File: config.mk
export PLATFORM = sky130hd
export DESIGN_NAME = sync_count_ctrl
export DESIGN_NICKNAME = d
export VERILOG_FILES = /design/src/rtl/sync_count_ctrl.sv
export SDC_FILE = /design/constraint.sdc
export NUM_CORES = 1
export LEC_CHECK = 0
export ABC_AREA = 1
export CORE_MARGIN = 2
export CORE_UTILIZATION = 40
export DETAILED_ROUTE_END_ITERATION = 10
export PLACE_DENSITY = 0.68
export SYNTH_ARGS = -nofsm -noshare
export SYNTH_HDL_FRONTEND = slang
export SYNTH_SLANG_ARGS = --single-unit
File: constraint.sdc
create_clock -name clk -period 2.91 [get_ports clk]
set_input_delay 0.291 -clock clk [delete_from_list [all_inputs] [get_ports clk]]
set_output_delay 0.291 -clock clk [all_outputs]
set_load 0.01 [all_outputs]
File: src/rtl/sync_count_ctrl.sv
// -----------------------------------------------------------------------------
// sync_count_ctrl
//
// Start/stop controlled counter with a four-state run FSM (IDLE, RUN, HOLD,
// DONE). An accepted start captures the terminal limit and direction, loads
// the counter and begins counting. Counting freezes while pause is high and
// stops at the terminal value. done is then held until it is acknowledged.
// Every counter bit is built as a JK flip-flop with J=K=toggle. Loading and
// clearing the counter bypass the JK path.
//
// Configuration macro:
//   SYNC_COUNT_DOWN_EN  defined   : dir selects up (0) or down (1) counting
//                       undefined : up counting only; dir is ignored and the
//                                   down-toggle logic is not built
//
// Parameters:
//   WIDTH   counter width in bits (2..8)
//
// Ports:
//   clk     clock; all state changes happen on its rising edge
//   reset   synchronous active-low reset
//   start   run request, honoured only in IDLE
//   limit   terminal value, captured on an accepted start
//   dir     0 = up, 1 = down, captured on an accepted start
//   pause   freezes counting while high
//   ack     acknowledges done, honoured only in DONE
//   abort   cancels any run; next edge returns to IDLE with q = 0
//   q       counter value
//   busy    high in RUN and HOLD
//   tc      high in RUN/HOLD while q equals the terminal value
//   done    high in DONE
// -----------------------------------------------------------------------------
module sync_count_ctrl #(
    parameter int WIDTH = 4
) (
    input  logic             clk,
    input  logic             reset,
    input  logic             start,
    input  logic [WIDTH-1:0] limit,
    input  logic             dir,
    input  logic             pause,
    input  logic             ack,
    input  logic             abort,
    output logic [WIDTH-1:0] q,
    output logic             busy,
    output logic             tc,
    output logic             done
);

    localparam logic [1:0] S_IDLE = 2'd0;
    localparam logic [1:0] S_RUN  = 2'd1;
    localparam logic [1:0] S_HOLD = 2'd2;
    localparam logic [1:0] S_DONE = 2'd3;

    logic [1:0]       state_q, state_d;
    logic [WIDTH-1:0] count_q, count_d;
    logic [WIDTH-1:0] limit_q, limit_d;

    logic [WIDTH-1:0] terminal;
    logic [WIDTH-1:0] toggle;
    logic [WIDTH-1:0] jk_next;
    logic             at_term;
    logic             advance;
    logic             load_dir;

`ifdef SYNC_COUNT_DOWN_EN
    logic dir_q, dir_d;

    assign load_dir = dir;
    // Down runs stop at zero, up runs at the captured limit.
    assign terminal = dir_q ? '0 : limit_q;
`else
    logic unused_dir;

    assign unused_dir = dir;
    assign load_dir   = 1'b0;
    assign terminal   = limit_q;
`endif

    assign at_term = (count_q == terminal);
    assign advance = (state_q == S_RUN) && !pause && !at_term;

    // Ripple toggle enables. Bit i toggles when the counter advances and all
    // lower bits are 1 (up) or all lower bits are 0 (down).
    always_comb begin
        logic carry;
        carry  = advance;
        toggle = '0;
        for (int i = 0; i < WIDTH; i++) begin
            toggle[i] = carry;
`ifdef SYNC_COUNT_DOWN_EN
            carry = carry & (dir_q ? ~count_q[i] : count_q[i]);
`else
            carry = carry & count_q[i];
`endif
        end
    end

    // JK flip-flop next state with J = K = toggle: Q+ = J&~Q | ~K&Q.
    assign jk_next = (toggle & ~count_q) | (~toggle & count_q);

    always_comb begin
        // NOTE: every signal driven here gets a default first, so no path
        // leaves it unassigned and no latch is inferred.
        state_d = state_q;
        count_d = count_q;
        limit_d = limit_q;
`ifdef SYNC_COUNT_DOWN_EN
        dir_d   = dir_q;
`endif

        case (state_q)
            S_IDLE: begin
                if (start) begin
                    state_d = S_RUN;
                    limit_d = limit;
`ifdef SYNC_COUNT_DOWN_EN
                    dir_d   = dir;
`endif
                    count_d = load_dir ? limit : '0;
                end
            end
            S_RUN: begin
                // Terminal count wins over pause.
                if (at_term) begin
                    state_d = S_DONE;
                end else if (pause) begin
                    state_d = S_HOLD;
                end else begin
                    count_d = jk_next;
                end
            end
            S_HOLD: begin
                // The edge that leaves HOLD does not advance the counter.
                if (!pause) begin
                    state_d = S_RUN;
                end
            end
            S_DONE: begin
                if (ack) begin
                    state_d = S_IDLE;
                    count_d = '0;
                end
            end
            default: begin
                state_d = S_IDLE;
                count_d = '0;
            end
        endcase

        // Abort overrides start, pause and ack in every state.
        if (abort) begin
            state_d = S_IDLE;
            count_d = '0;
        end
    end

    always_ff @(posedge clk) begin
        // NOTE: registers use non-blocking assignments so that every flop
        // samples the values from before the edge, independent of
        // statement order.
        if (!reset) begin
            state_q <= S_IDLE;
            count_q <= '0;
            limit_q <= '0;
`ifdef SYNC_COUNT_DOWN_EN
            dir_q   <= 1'b0;
`endif
        end else begin
            state_q <= state_d;
            count_q <= count_d;
            limit_q <= limit_d;
`ifdef SYNC_COUNT_DOWN_EN
            dir_q   <= dir_d;
`endif
        end
    end

    assign q    = count_q;
    assign busy = (state_q == S_RUN) || (state_q == S_HOLD);
    assign done = (state_q == S_DONE);
    assign tc   = busy && at_term;

endmodule

# Yosys cells after proc, flatten, opt, wreduce, memory -nomap -nowiden
# Cells that the tools add are included.
dict set report totals {
  word_cells 45
  ff_bits 10
  inputBits 11
  output_inout_bits 7
}
dict set report op_classes {
  reduce_logical 12
  eq_ne 10
  mux 11
  n_bitwise 9
}
# operator count
set op_table {}
lappend op_table {{two-way mux 4 bit} 4}
lappend op_table {{case mux 4 bit (3 select lines)} 1}
lappend op_table {{two-way mux 2 bit} 5}
lappend op_table {{inequality test 2 bit, second input constant} 5}
lappend op_table {{bitwise AND 4 bit} 2}
lappend op_table {{NOT 4 bit} 2}
lappend op_table {{case mux 2 bit (4 select lines)} 1}
lappend op_table {{AND reduction 5 bit} 1}
lappend op_table {{== test 2 bit, second input constant} 2}
lappend op_table {{== test 4 bit} 1}
lappend op_table {{bitwise OR 4 bit} 1}
lappend op_table {{AND reduction 4 bit} 1}
lappend op_table {{bitwise AND 1 bit} 3}
lappend op_table {{logical AND 1 bit} 3}
lappend op_table {{inequality test 3 bit, second input constant} 1}
lappend op_table {{nonzero test 3 bit} 1}
lappend op_table {{== test 2 x 1 -> 1 bit, second input constant} 1}
lappend op_table {{logical NOT 1 bit} 2}
lappend op_table {{logical NOT 2 bit} 1}
lappend op_table {{AND reduction 2 bit} 1}
lappend op_table {{OR reduction 2 bit} 1}
lappend op_table {{logical OR 1 bit} 1}
lappend op_table {{NOT 1 bit} 1}

# Depth between registers and ports, before layout
dict set report depth {
  depth_word 12
  ltp_mapped 15
  depth_no_buf 15
}

# Worst setup path after synthesis
# Ideal clock, no wire load.
dict set report synth_path {
  path_type {reg2reg}
  from {register state_q[1]}
  to {register count_q[3] (netlist: q[3])}
  setup_ps 112
  t_arrival_ps 1907
  synth_period_minus_slack_ps 2019
  path_buffers 1
  required_ps 2798
  path_slack_ps 891
  path_stages_with_launch 16
  path_cell_list {dfxtp_1 inv_1 ha_1 buf_6 inv_1 nor2_1 nand2_2 inv_1 ha_1 ha_1 ha_1 or2_2 nand3_1 nand3_1 nand2_1 nor2_1}
}
dict set report synth_between {
  elab_chain_cells 12
  elab_cells_between_ends 21
  classes_between {eq/ne: 6; mux: 3; bitwise: 7; reduce/logical: 5}
}
# item line_no
set synth_lines {}
lappend synth_lines {{from (decl)} 55} ;# logic [1:0] state_q, state_d;
lappend synth_lines {{from (signal assigned)} 170} ;# state_q <= state_d;
lappend synth_lines {{== test 2 x 1 -> 1 bit} {81, 112}}
lappend synth_lines {{logical AND 1 bit (2 in series)} 81} ;# assign advance = (state_q == S_RUN) && !pause && !at_term;
lappend synth_lines {{bitwise AND 1 bit (3 in series)} 94} ;# carry = carry & count_q[i];
lappend synth_lines {{NOT 4 bit} 100} ;# assign jk_next = (toggle & ~count_q) | (~toggle & count_q);
lappend synth_lines {{bitwise AND 4 bit} 100}
lappend synth_lines {{bitwise OR 4 bit} 100}
lappend synth_lines {{two-way mux 4 bit} 127} ;# end else if (pause) begin
lappend synth_lines {{two-way mux 4 bit} 125} ;# if (at_term) begin
lappend synth_lines {{case mux 4 bit (3 select lines)} 112} ;# case (state_q)
lappend synth_lines {{to (signal assigned)} 171} ;# count_q <= count_d;
lappend synth_lines {{to (decl)} 56} ;# logic [WIDTH-1:0] count_q, count_d;
# Several ways; a longest one is shown, not always the timed one. The select of a mux whose other input is x is not followed.
# A chain may end at the register's enable or synchronous reset.

# Final worst setup path
# Same ends and word-level chain as after synthesis.

==> reports/qor.json <==
{
  "drc": {"value": 0},
  "hold_violations": {"value": 0},
  "ys_warn_count": {"value": 0},
  "dp_hpwl": {"value": 1.15, "unit": "mm"},
  "netlist.area_leader.share": {"value": 28.6, "unit": "%"},
  "unrepaired_setup_endpoints_after_global_routing": {"value": "no"},
  "grt_overflow": {"value": 0},
  "grt_max_degree": {"value": 10},
  "die_height": {"value": 45.8, "unit": "um"},
  "detailroute.via_count": {"value": 648},
  "cts.root.buffer_cell": {"value": "sky130_fd_sc_hd__clkbuf_4"},
  "tritoncts": {"value": "built"},
  "synthFlopType": {"value": "sky130_fd_sc_hd__dfxtp_1"},
  "drt.antenna.violating_nets": {"value": 0},
  "critical_path.endpoint_type": {"value": "register"},
  "die_x": {"value": 45.8, "unit": "um"},
  "synth_edf_count": {"value": 0},
  "final_max_slew_violation_count": {"value": 0},
  "detail_route.wirelength": {"value": 1.39, "unit": "mm"},
  "ctsHtreeMaxLevel": {"value": 1},
  "global_route_wire_length_before_repair": {"value": 2.28, "unit": "mm"},
  "post-layout-total-power": {"value": 0.000402, "unit": "W"},
  "port_buffers": {"value": 16},
  "yosysTopAreaCell": {"value": "sky130_fd_sc_hd__dfxtp_1"},
  "cts.hold.buffers_added": {"value": 0},
  "routabilityCongestion": {"value": 0.806},
  "critical-path-max-stage-delay": {"value": 370, "unit": "ps"},
  "detailedRoute.firstIterationViolations": {"value": 8},
  "postCtsSetupRepairBufs": {"value": 0},
  "grt_pass1_vias": {"value": 598},
  "timing.critical_path.required": {"value": 3080, "unit": "ps"},
  "worst_path_max_delay_cell": {"value": "sky130_fd_sc_hd__dfxtp_1"},
  "ir_drop": {"value": 0.313, "unit": "mV"},
  "postSynth.asyncResetShare": {"value": 0, "unit": "%"},
  "syn-cell-area": {"value": 699, "unit": "um2"},
  "layout.filler_cells": {"value": 167},
  "setup.worst_path.start_class": {"value": "register"},
  "cts.reportedPaths.clkPinSlew": {"value": 70, "unit": "ps"},
  "cell_by_cell_trace_of_the_critical_path": {"value": "inv_1 -> ha_1 -> inv_1 -> nor2_1 -> nand2_2 -> inv_1 -> ha_1 -> ha_1 -> ha_1 -> or2_2 -> nand3_1 -> nand3_1 -> nand2_1 -> nor2_1"},
  "min_path_cells": {"value": 2},
  "syn_area_per_cell": {"value": 6.66, "unit": "um2"},
  "power_density": {"value": 444, "unit": "mW/mm2"},
  "worstSkewPairLatency": {"value": 270, "unit": "ps"},
  "timing.final.crit_share": {"value": 75.0, "unit": "%"},
  "syn_nets": {"value": 124},
  "post_synth_num_cell_types": {"value": 15},
  "layout-drive-gt1-share": {"value": 14.5, "unit": "%"},
  "tightestPinTransition": {"value": 448, "unit": "ps"},
  "coreArea": {"value": 0.00169, "unit": "mm2"},
  "synth_seq_cells": {"value": 10},
  "final-setup-viol-count": {"value": 0},
  "first_pass_iters": {"value": 4},
  "final_sum_of_negative_setup_slack": {"value": 0, "unit": "ps"},
  "worst_path_most_repeated_cell": {"value": "sky130_fd_sc_hd__ha_1"},
  "critical_path_start_end_classification": {"value": "register to register"},
  "max_cap_violations": {"value": 0},
  "worst_ep_arrival_time": {"value": 2360, "unit": "ps"},
  "critical_path.max_fanout": {"value": 9},
  "cts_made_buffers": {"value": 3},
  "hold_class": {"value": "register to register"},
  "insertedDiodeCount": {"value": 0},
  "run_status": {"value": "completed"},
  "ioPinCount": {"value": 18},
  "nets": {"value": 144},
  "setup_skew": {"value": 7.77, "unit": "ps"},
  "timing.hold.ws": {"value": 473, "unit": "ps"},
  "synth_seq_area_share": {"value": 28.6, "unit": "%"},
  "fmax": {"value": 458, "unit": "MHz"},
  "timing.final.crit_period": {"value": 2180, "unit": "ps"},
  "die_area": {"value": 0.00210, "unit": "mm2"},
  "placement_rows": {"value": 15},
  "synth.area.top_cells": {"value": "sky130_fd_sc_hd__dfxtp_1, sky130_fd_sc_hd__ha_1, sky130_fd_sc_hd__nand2_1, sky130_fd_sc_hd__inv_1, sky130_fd_sc_hd__nor2_1"},
  "ff2ff_path_depth": {"value": 14},
  "cellLeakagePower": {"value": 0.447, "unit": "nW"},
  "cts_max_path_bufs": {"value": 2},
  "finalNonFillerCells": {"value": 141},
  "post_synth_inst_count": {"value": 105},
  "groute.usage.overall": {"value": 15.1, "unit": "%"},
  "post_drt_wl_per_cell": {"value": 9.86, "unit": "um"},
  "start_util": {"value": 41.4, "unit": "%"},
  "dp_cells": {"value": 137},
  "clock_sinks": {"value": 10},
  "cts_resized": {"value": 0},
  "post_drt_via_cell_ratio": {"value": 4.60},
  "area.growth.synth_to_final": {"value": 29.5, "unit": "%"},
  "commonest_cells_after_routing_fill_and_taps_aside": {"value": "sky130_fd_sc_hd__nand2_1, sky130_fd_sc_hd__inv_1, sky130_fd_sc_hd__clkdlybuf4s50_1"},
  "layout_commonest_cell": {"value": "sky130_fd_sc_hd__nand2_1"},
  "antenna_found_initial": {"value": 0},
  "max-slew-margin-rel": {"value": 70.0, "unit": "%"}
}
## power by group
part,switching [W],internal [W],total [W],leakage (nW)
Clock,0.0000488,0.0000760,0.000125,0.0210
Sequential,0.00000855,0.000148,0.000156,0.0822
Combinational,0.0000655,0.0000560,0.000121,0.344
Total,0.000123,0.000280,0.000402,0.447
## path summary, 6_finish.rpt
check / startpoint / to / slack [ps]
worst max register to register: state_q[1] / q[3] / 730
worst min-delay path: limit_q[1] / limit_q[1] / 470
worst min register to register: limit_q[1] / limit_q[1] / 470
worst max-delay path: state_q[1] / q[3] / 730
## critical path: cells and delay by family, from the launching register on
family                   cells  cell delay, ps
buffers and inverters        3             220
flip-flops                   1             370
AND/OR/NAND/NOR              7             640
adder cells (fa/ha/maj)      4             850
## synth_stat cells (2+ instances only)
library cell	count
sky130_fd_sc_hd__ha_1	8
sky130_fd_sc_hd__nand2_2	6
sky130_fd_sc_hd__inv_2	2
sky130_fd_sc_hd__o21ai_0	5
sky130_fd_sc_hd__a21oi_1	6
sky130_fd_sc_hd__or2_2	2
sky130_fd_sc_hd__inv_1	17
sky130_fd_sc_hd__nor2_1	13
sky130_fd_sc_hd__nor2_4	2
sky130_fd_sc_hd__dfxtp_1	10
sky130_fd_sc_hd__nand2_1	26
sky130_fd_sc_hd__nand3_1	5
## per-layer routing
metal | vias up | part of all wire (%) | GRT usage (%)
li1 | 355 | - | -
met1 | 281 | 46 | 16.3
met2 | 12 | 48 | 27.6
met3 | 0 | 5.7 | 7.14
met4 | 0 | 0 | 1.71
met5 | - | 0 | 0
## flip-flops by register name, indices dropped and copies added (netlist names)
signal   cells
limit_q      4
q            4
state_q      2
## stage by stage
step	utilization, %	worst slack (ps)	instance area [um2]
2_1_floorplan	-	891	699
3_3_place_gp	51.5	767	870
3_5_place_dp	51.5	716	870
4_1_cts	53.6	712	906
5_1_grt	53.6	588	906
6_report	53.6	726	906
## kinds of logic after synthesis
| group | after synthesis | synth area share [%] |
|---|---|---|
| and+or+nand+nor | 56 | 37.4 |
| buffers and inverters | 20 | 11.8 |
| AOI/OAI and AO/OA | 11 | 7.87 |
| DFF | 10 | 28.6 |
| adders and majority gates | 8 | 14.3 |
## area by class of cell
type	instances	area (um2)	share of cell area, %
repair buffers	16	160	17.7
clock buffers	4	36.3	4.01
multi-input cells	75	417	46.0
inverters	19	71.3	7.87
well taps	17	21.3	2.35
flip-flops and latches	10	200	22.1
No activity file was read; power rests on OpenSTA's default activity.
